File: src/rtl/mem_rr_arbiter_if.sv
// mem_rr_arbiter_if
//   Requester-side bus of the shared-memory round-robin arbiter. The four
//   requesters are packed side by side in each vector: requester i owns
//   bit i of req/we_req/lock/gnt/rvalid, addr_req[i*AW +: AW] and
//   wdata_req[i*DW +: DW].
// Signals
//   req        4      request, held with stable fields until served
//   we_req     4      1 = write, 0 = read
//   lock       4      ask to keep the grant for a burst
//   addr_req   4*AW   per-requester address
//   wdata_req  4*DW   per-requester write data
//   gnt        4      one-hot grant, high during the owner's access cycle
//   rvalid     4      one-cycle pulse, rdata valid for requester i
//   rdata      DW     registered read data shared by all requesters
// Modports
//   master     requester side (drives requests, receives grants/data)
//   slave      arbiter side
interface mem_rr_arbiter_if #(
  parameter int DW = 8,
  parameter int AW = 4
);
  logic [3:0]      req;
  logic [3:0]      we_req;
  logic [3:0]      lock;
  logic [4*AW-1:0] addr_req;
  logic [4*DW-1:0] wdata_req;
  logic [3:0]      gnt;
  logic [3:0]      rvalid;
  logic [DW-1:0]   rdata;

  modport master (
    output req, we_req, lock, addr_req, wdata_req,
    input  gnt, rvalid, rdata
  );

  modport slave (
    input  req, we_req, lock, addr_req, wdata_req,
    output gnt, rvalid, rdata
  );
endinterface

File: src/rtl/mem_rr_arbiter.sv
// mem_rr_arbiter
//   Round-robin arbiter sharing one memory (combinational read, clocked
//   write) between four requesters. One requester owns the memory port per
//   ACCESS cycle; read data comes back registered one cycle later. A
//   requester holding lock keeps the grant for up to BURST_MAX consecutive
//   cycles before it is forced to rotate.
// Ports
//   clock      in   single clock, all state on posedge
//   reset_L    in   synchronous reset, active low
//   bus        slave modport of mem_rr_arbiter_if (requests, grants, rdata)
//   busy       out  arbiter is in ACCESS
//   mem_re     out  memory read enable
//   mem_we     out  memory write enable
//   mem_addr   out  memory address
//   mem_wdata  out  memory write data
//   mem_rdata  in   memory read data (combinational)
module mem_rr_arbiter #(
  parameter int DW        = 8,
  parameter int W         = 16,
  parameter int AW        = $clog2(W),
  parameter int BURST_MAX = 4
) (
  input  logic          clock,
  input  logic          reset_L,
  mem_rr_arbiter_if.slave bus,
  output logic          busy,
  output logic          mem_re,
  output logic          mem_we,
  output logic [AW-1:0] mem_addr,
  output logic [DW-1:0] mem_wdata,
  input  logic [DW-1:0] mem_rdata
);

  localparam int CW = (BURST_MAX > 1) ? $clog2(BURST_MAX) : 1;

  typedef enum logic {IDLE, ACCESS} state_t;

  state_t        state;
  logic [1:0]    owner;
  logic [1:0]    ptr;
  logic [CW-1:0] burst_cnt;

  logic          owner_req;
  logic          owner_we;
  logic          burst_more;
  logic [1:0]    arb_start;
  logic [1:0]    winner;

  // Rotate the request vector so that 'start' lands at bit 0, take the
  // lowest set bit, then rotate the offset back.
  function automatic logic [1:0] rr_pick(input logic [3:0] r, input logic [1:0] start);
    logic [7:0] dbl;
    logic [3:0] rot;
    logic [1:0] off;
    dbl = {r, r} >> start;
    rot = dbl[3:0];
    casez (rot)
      4'b???1: off = 2'd0;
      4'b??10: off = 2'd1;
      4'b?100: off = 2'd2;
      default: off = 2'd3;
    endcase
    return start + off;
  endfunction

  always_comb begin
    owner_req  = bus.req[owner];
    owner_we   = bus.we_req[owner];
    burst_more = int'(burst_cnt) < (BURST_MAX - 1);
    // From IDLE the search starts at ptr; when leaving ACCESS it starts just
    // past the owner, which is where ptr is being moved to on that edge.
    arb_start  = (state == ACCESS) ? owner + 2'd1 : ptr;
    winner     = rr_pick(bus.req, arb_start);
  end

  // Enables are gated by reset_L so a write can never land in a reset cycle,
  // even when reset hits in the middle of a locked burst.
  always_comb begin
    busy      = (state == ACCESS);
    mem_addr  = bus.addr_req[owner*AW +: AW];
    mem_wdata = bus.wdata_req[owner*DW +: DW];
    mem_we    = reset_L & (state == ACCESS) & owner_req & owner_we;
    mem_re    = reset_L & (state == ACCESS) & owner_req & ~owner_we;
  end

  always_ff @(posedge clock) begin
    if (!reset_L) begin
      state      <= IDLE;
      owner      <= 2'd0;
      ptr        <= 2'd0;
      burst_cnt  <= '0;
      bus.gnt    <= 4'b0000;
      bus.rvalid <= 4'b0000;
      bus.rdata  <= '0;
    end else begin
      bus.rvalid <= 4'b0000;
      unique case (state)
        IDLE: begin
          if (|bus.req) begin
            owner     <= winner;
            bus.gnt   <= 4'b0001 << winner;
            burst_cnt <= '0;
            state     <= ACCESS;
          end
        end
        ACCESS: begin
          // A withdrawn request (owner_req low) still burns the cycle.
          if (owner_req && !owner_we) begin
            bus.rdata  <= mem_rdata;
            bus.rvalid <= 4'b0001 << owner;
          end
          if (bus.lock[owner] && owner_req && burst_more) begin
            burst_cnt <= burst_cnt + CW'(1);
          end else begin
            ptr <= owner + 2'd1;
            if (|bus.req) begin
              owner     <= winner;
              bus.gnt   <= 4'b0001 << winner;
              burst_cnt <= '0;
            end else begin
              bus.gnt <= 4'b0000;
              state   <= IDLE;
            end
          end
        end
        default: state <= IDLE;
      endcase
    end
  end

endmodule
File: src/flat_wrapper.sv
// flat-port wrapper written by rule: the top's interface ports become plain ports
module mem_rr_arbiter_flat 
#(
  parameter int DW        = 8,
  parameter int W         = 16,
  parameter int AW        = $clog2(W),
  parameter int BURST_MAX = 4
)
  (clock, reset_L, busy, mem_re, mem_we, mem_addr, mem_wdata, mem_rdata, bus_req, bus_we_req, bus_lock, bus_addr_req, bus_wdata_req, bus_gnt, bus_rvalid, bus_rdata);
  mem_rr_arbiter_if #(.DW(DW), .AW(AW)) bus_i ();
  input  logic clock;
  input  logic reset_L;
  output logic busy;
  output logic mem_re;
  output logic mem_we;
  output logic [AW-1:0] mem_addr;
  output logic [DW-1:0] mem_wdata;
  input  logic [DW-1:0] mem_rdata;
  input wire logic [$bits(bus_i.req)-1:0] bus_req;
  input wire logic [$bits(bus_i.we_req)-1:0] bus_we_req;
  input wire logic [$bits(bus_i.lock)-1:0] bus_lock;
  input wire logic [$bits(bus_i.addr_req)-1:0] bus_addr_req;
  input wire logic [$bits(bus_i.wdata_req)-1:0] bus_wdata_req;
  output wire logic [$bits(bus_i.gnt)-1:0] bus_gnt;
  output wire logic [$bits(bus_i.rvalid)-1:0] bus_rvalid;
  output wire logic [$bits(bus_i.rdata)-1:0] bus_rdata;
  assign bus_i.req = bus_req;
  assign bus_i.we_req = bus_we_req;
  assign bus_i.lock = bus_lock;
  assign bus_i.addr_req = bus_addr_req;
  assign bus_i.wdata_req = bus_wdata_req;
  assign bus_gnt = bus_i.gnt;
  assign bus_rvalid = bus_i.rvalid;
  assign bus_rdata = bus_i.rdata;
  mem_rr_arbiter #(.DW(DW), .W(W), .AW(AW), .BURST_MAX(BURST_MAX)) u_core (.clock(clock), .reset_L(reset_L), .bus(bus_i), .busy(busy), .mem_re(mem_re), .mem_we(mem_we), .mem_addr(mem_addr), .mem_wdata(mem_wdata), .mem_rdata(mem_rdata));
endmodule
File: config.mk
export PLATFORM = sky130hd
export DESIGN_NAME = mem_rr_arbiter_flat
export DESIGN_NICKNAME = d
export VERILOG_FILES = /design/src/rtl/mem_rr_arbiter_if.sv /design/src/rtl/mem_rr_arbiter.sv /design/src/flat_wrapper.sv
export SDC_FILE = /design/constraint.sdc
export NUM_CORES = 1
export LEC_CHECK = 0
export CAP_MARGIN = 20
export CORE_UTILIZATION = 38
export CTS_CLUSTER_DIAMETER = 80
export DETAILED_ROUTE_END_ITERATION = 12
export PLACE_DENSITY = 0.86
export SYNTH_ARGS = -nofsm -noshare
export SYNTH_HDL_FRONTEND = slang
export SYNTH_SLANG_ARGS = --single-unit
export TNS_END_PERCENT = 50
File: constraint.sdc
create_clock -name clock -period 4.27 [get_ports clock]
set_clock_uncertainty 0.05 [all_clocks]
set_input_delay 1.0675 -clock clock [delete_from_list [all_inputs] [get_ports clock]]
set_output_delay 1.0675 -clock clock [all_outputs]
set_load 0.05 [all_outputs]
==> results of run 1 <==
==> cells in the final DEF, fill, tap and decap left out, types with 2 or more instances in the layout <==
master           instances
mux4_2                  14
nor2_1                  21
a21boi_0                 2
mux2i_1                 11
nand2_1                  7
xor2_1                   2
nor2b_1                  2
dfxtp_1                 23
clkbuf_8                 3
inv_1                    4
a21oi_1                  2
buf_4                    4
a32o_1                   4
nor3_1                   5
o21ai_0                  4
nand2b_1                 4
clkdlybuf4s50_1         98
==> logic make-up (layout without fill, tap and decap cells) <==
logic type / count (synthesis) / count (layout)
buf+inv: 14 / 112
xor+xnor: 2 / 2
compound gates: 23 / 23
fa+ha+maj: 1 / 1
mux: 26 / 26
flops: 23 / 23
simple gates: 48 / 48
==> path summary, 6_finish.rpt <==
path,from,to,slack [ps],cells after the start
min,u_core.bus.gnt[1],u_core.bus.gnt[1],430,1
min reg2reg,u_core.bus.gnt[1],u_core.bus.gnt[1],430,1
max,bus_req[3],mem_re,310,6
max reg2reg,u_core.owner[1],u_core.bus.rdata[0],2030,5
==> layout make-up <==
type | instances | area [sq um] | share of cell area, %
repair buffers | 103 | 1031 | 40.89
multi-input cells | 100 | 904.6 | 35.88
flip-flops and latches | 23 | 460.4 | 18.26
well taps | 48 | 60.06 | 2.382
clock buffers | 3 | 41.29 | 1.638
inverters | 5 | 18.77 | 0.7444
clock inverters | 1 | 5.005 | 0.1985
==> per-layer routing <==
metal / vias to the layer above / routed length [um] / global-route usage [%]
met5: - / 0 / 0
met4: 0 / 50 / 6.818
met3: 3 / 313 / 3.986
met2: 66 / 2097 / 37.10
met1: 697 / 2006 / 29.47
li1: 712 / - / -
==> state kept, by name, indices dropped and copies added (netlist names) <==
| signal | count |
|---|---|
| u_core.burst_cnt | 2 |
| u_core.bus.gnt | 4 |
| u_core.bus.rdata | 8 |
| u_core.bus.rvalid | 4 |
| u_core.busy | 1 |
| u_core.owner | 2 |
| u_core.ptr | 2 |
==> worst max-delay path: stages <==
cell             delay, ps
clkdlybuf4s50_1        640
mux4_2                 340
nand2_1                 90
or3_1                  440
inv_1                  130
buf_12                 140
==> metrics by stage <==
| stage | util [%] | cells | setup slack, ps | power, mW |
|---|---|---|---|---|
| floorplan | - | 137 | 910.7 | 0.5323 |
| global placement | 67.60 | 279 | 397.4 | 0.6822 |
| detailed placement | 67.60 | 279 | 337.0 | 0.6854 |
| CTS | 68.87 | 283 | 340.9 | 0.8270 |
| finish | 68.87 | 283 | 313.1 | 0.8239 |
| global route | 68.87 | 283 | 250.1 | 0.8587 |
==> report_power, final <==
| part | internal (mW) | total [mW] | switching [mW] |
|---|---|---|---|
| sequential | 0.232 | 0.253 | 0.0208 |
| combinational | 0.200 | 0.428 | 0.228 |
| clock | 0.0655 | 0.143 | 0.0774 |
==> key figures, run 1 <==
Worst hold path
  – Hold WC Path Type: register to register

Yosys
  – Mapped Cells: 137
  – Leading cell types by count after synthesis: dfxtp_1, nor2_1, mux4_2
  – Seq/Total Area, Yosys: 31.89%
  – XOR/XNOR Fraction of Synth Area: 1.213%
  – Largest family of logic cells by synthesized area: multiplexers
  – Adder-cell share of the synthesized area: 0.8666%
  – Synth async-reset ratio: 0%
  – Synth Area in Simple Gates: 16.98%
  – Syn Area/Cell: 10.54 sq um
  – Main synth FF type: dfxtp_1
  – Count leader, synth: dfxtp_1
  – Netlist Area Pre-Place: 1444 sq um
  – Mux contribution to synthesized area: 31.28%
  – Synth Register Bits: 23
  – EDFF count, synth: 0
  – Yosys cell types: 41
  – Post-synthesis compound-gate area fraction: 12.31%
  – YS warnings: 0
  – Synth Net Count: 208
  – Top post-synthesis cells by area: dfxtp_1, mux4_2, mux2i_1
  – Top-area cell type share of the netlist area: 31.89%
  – Area leader, netlist: dfxtp_1

Global route
  – Largest net degree at the start of global routing: 20
  – Vias in the first global route: 1409
  – Global Route Usage Sum: 22.43%
  – First-pass GRT wire length: 6989 um
  – Remaining global-route overflow: 0
  – Initial antenna violation count: 0

Timing
  – Minimum clock period: 3957 ps
  – Final setup viols: 0
  – Unrepaired setup endpoints after global routing: no
  – Fmax: 252.7 MHz
  – Worst hold slack: 430.3 ps
  – Final period util: 92.67%
  – Final hold viol count: 0
  – Relative slew slack: 41.81%
  – Tightest Pin Transition: 865.6 ps
  – TNS Setup: 0 ps
  – Slew Limit Fails: 0

Die
  – Boundary pin count: 101
  – Full die area: 4050 sq um
  – Core ar.: 3661 sq um
  – Num rows: 22
  – Die Height: 63.64 um
  – Starting Density: 39.44%
  – Die X: 63.64 um

Flow run
  – Maxcap violations: 0

Setup path
  – Critical path arrival: 2840 ps
  – Setup CP Type: input pin to primary output
  – CP Max Fanout: 8
  – CP Launch Type: input pin
  – Worst setup EP type: primary output
  – Required time worst endpoint: 3150 ps

Clock network
  – Clock slew at reported path FFs: 80 ps
  – Clock buffer depth: 2
  – CTS Buf Count: 3
  – TritonCTS clock tree: yes
  – H-tree levels: 1
  – Root Driver: clkbuf_8
  – Clock Sinks: 23
  – Clock latency on the worst-skew pair: 280 ps
  – CTS Hold Bufs: 0
  – Setup bufs post-CTS: 0
  – Post-CTS sizing: 0

Cells and area
  – P&R area growth vs syn: 74.61%
  – Fillcell total: 298
  – Final instance area: 2521 sq um
  – Ant. Diodes: 0
  – Layout net count: 307
  – Fraction of layout cells with a size suffix above 1: 11.49%

Power and ir drop
  – VDD IR max: 0.1981 mV
  – Pwr Density: 326.8 nW/um^2
  – Lkg Pwr: 0.9643 nW

Place
  – Placer Congestion: 0.7873
  – IO Port Bufs: 100
  – Placement-stage cell area: 2475 sq um
  – HPWL reported at the end of detailed placement: 3526 um

Drt
  – DRT antenna net count: 0
  – # DRC: 0
  – Total number of vias: 1478
  – DRT iter0 DRCs: 53
  – Via density: 5.223
  – Routed WL: 4468 um
  – DR pass1 iterations: 4
  – Average wire per standard cell: 15.79 um

Run status
  – Outcome: finished, final reports clean
(Power assumes the default switching activity.)
==> run 2: changes to the inputs <==
--- a/config.mk
+++ b/config.mk
@@ -6,10 +6,11 @@
 export NUM_CORES = 1
 export LEC_CHECK = 0
 export CAP_MARGIN = 20
-export CORE_UTILIZATION = 38
+export CORE_ASPECT_RATIO = 1.5
+export CORE_UTILIZATION = 33
 export CTS_CLUSTER_DIAMETER = 80
 export DETAILED_ROUTE_END_ITERATION = 12
-export PLACE_DENSITY = 0.86
+export PLACE_DENSITY = 0.76
 export SYNTH_ARGS = -nofsm -noshare
 export SYNTH_HDL_FRONTEND = slang
 export SYNTH_SLANG_ARGS = --single-unit
==> run 2 against run 1 <==
Compared with the run above: clock-buffer cell count grew 1; largest power group unchanged; via count decreased by 0.47%; core utilization down 8.7 points; global-route usage decreased by 4.4 points; sequential power decreased by 2%; non-clock buffer count rose by 2; critical path type unchanged; register-to-register slack improved by 80 ps; fmax hardly changed; power is 0.60% lower; cell count stayed put.
==> key figures, run 2 (synthesis results as in run 1) <==
Global route
  – Vias in the first global route: 1504
  – First-pass GRT wire length: 6713 um
  – Remaining global-route overflow: 0
  – Largest net degree at the start of global routing: 17
  – Initial antenna violation count: 0
  – Global Route Usage Sum: 18.07%

Power and ir drop
  – VDD IR max: 0.2880 mV
  – Reg power frac: 30.4%
  – Clk pwr share: 16.6%
  – Pwr Density: 323.4 nW/um^2
  – Cell-internal power: 0.5027 mW
  – Sw Pwr: 0.3162 mW
  – Combinational share of power: 53.0%
  – Sw Share: 38.62%
  – Lkg Pwr: 0.9720 nW
  – Pwr Total: 0.8189 mW

Cells and area
  – Ant. Diodes: 0
  – Fraction of layout cells with a size suffix above 1: 11.81%
  – Largest regs: u_core.bus.rdata: 8 flops, u_core.bus.gnt: 4 flops, u_core.bus.rvalid: 4 flops
  – Most frequent cells in the layout: clkdlybuf4s50_1, dfxtp_1, nor2_1, mux4_2, mux2i_1
  – Commonest non-fill, non-tap cell in the layout: clkdlybuf4s50_1
  – P&R area growth vs syn: 75.39%
  – Max reg flops: 8
  – Top reg by flops: u_core.bus.rdata
  – Final Util: 60.17%
  – Layout net count: 309

Run status
  – Outcome: finished, final reports clean

Worst hold path
  – Hold WC Path Type: register to register

Setup path
  – WP buf/inv: 3
  – Setup CP Type: input pin to primary output
  – CP Launch Type: input pin
  – CP delay by family, top: buffers and inverters
  – Required time worst endpoint: 3150 ps
  – CP Max Fanout: 8
  – Worst setup EP type: primary output
  – Max incr delay on CP: 640 ps
  – Critical path cell sequence: clkdlybuf4s50_1 -> mux4_2 -> nand2_1 -> or3_1 -> inv_1 -> buf_12
  – CP max stage cell: clkdlybuf4s50_1
  – Critical path arrival: 2840 ps

Drt
  – Via density: 5.198
  – Total number of vias: 1471
  – # DRC: 0
  – Routed WL: 4087 um
  – DRT iter0 DRCs: 57
  – DR pass1 iterations: 7
  – DRT antenna net count: 0
  – Average wire per standard cell: 14.44 um

Place
  – HPWL reported at the end of detailed placement: 3332 um
  – Placer Congestion: 0.8495
  – Setup WS pre-CTS: 335.4 ps
  – IO Port Bufs: 100

Clock network
  – CTS Buf Count: 3
  – H-tree levels: 1
  – Root Driver: clkbuf_8
  – Clock buffer depth: 2
  – Setup bufs post-CTS: 0
  – TritonCTS clock tree: yes
  – Post-CTS sizing: 0
  – Clock latency on the worst-skew pair: 270 ps
  – CTS Hold Bufs: 0
  – Clock slew at reported path FFs: 80 ps
  – Clock Sinks: 23

Timing
  – TNS Setup: 0 ps
  – Final hold viol count: 0
  – Setup WS post-layout: 316.7 ps
  – Final setup viols: 0
  – Slew Limit Fails: 0
  – Unrepaired setup endpoints after global routing: no
  – Tightest Pin Transition: 857.7 ps
  – Minimum clock period: 3953 ps
  – Final period util: 92.58%
  – Fmax: 253.0 MHz
  – Relative slew slack: 42.34%

Die
  – Starting Density: 34.30%
  – Full die area: 4649 sq um
  – Core ar.: 4209 sq um
  – Boundary pin count: 101
  – Num rows: 29
  – Die X: 56.01 um
  – Die Height: 83.01 um

Flow run
  – Maxcap violations: 0
-- run 2: changes by cell type in the layout (fill, tap and decap cells not counted) --
cell	before	now
buf_4	4	6
clkbuf_1	0	1
clkinv_2	1	0
-- run 2: path summary, 6_finish.rpt --
| path | from | end | slack [ps] | cells after the start |
|---|---|---|---|---|
| hold reg to reg | u_core.bus.gnt[3] | u_core.bus.gnt[3] | 430 | 1 |
| hold / removal | u_core.bus.gnt[3] | u_core.bus.gnt[3] | 430 | 1 |
| setup reg to reg | u_core.owner[0] | u_core.bus.rdata[1] | 2110 | 5 |
| setup / recovery | bus_req[3] | mem_re | 320 | 6 |
-- run 2: layout make-up --
type / instances / area [sq um]
Tap cell: 46 / 57.56
Clock buffer: 4 / 45.04
Fill cell: 363 / 1677
Multi-Input combinational cell: 100 / 904.6
Inverter: 5 / 18.77
Sequential cell: 23 / 460.4
Timing Repair Buffer: 105 / 1046
-- run 2: routing by layer --
layer | global-route usage, % | wire [um]
met4 | 5.322 | 44
met5 | 0 | 0
met2 | 34.31 | 2220
met1 | 18.73 | 1522
met3 | 4.984 | 301
-- run 2: metrics by stage --
stage / area, sq um / hold WS [ps] / cells
finish: 2532 / 430.4 / 283
global route: 2532 / 455.3 / 283
CTS: 2532 / 434.4 / 283
detailed placement: 2487 / 409.1 / 279
global placement: 2487 / 416.9 / 279
floorplan: 1444 / 431.5 / 137
-- run 2: power groups by stage --
stage / sequential [mW] / combinational (mW) / clock [mW]
after detailed placement: 0.254 / 0.435 / 0
final: 0.249 / 0.434 / 0.136
after floorplan: 0.288 / 0.245 / 0
after global placement: 0.254 / 0.432 / 0
after CTS: 0.249 / 0.437 / 0.139
after global routing: 0.252 / 0.456 / 0.149
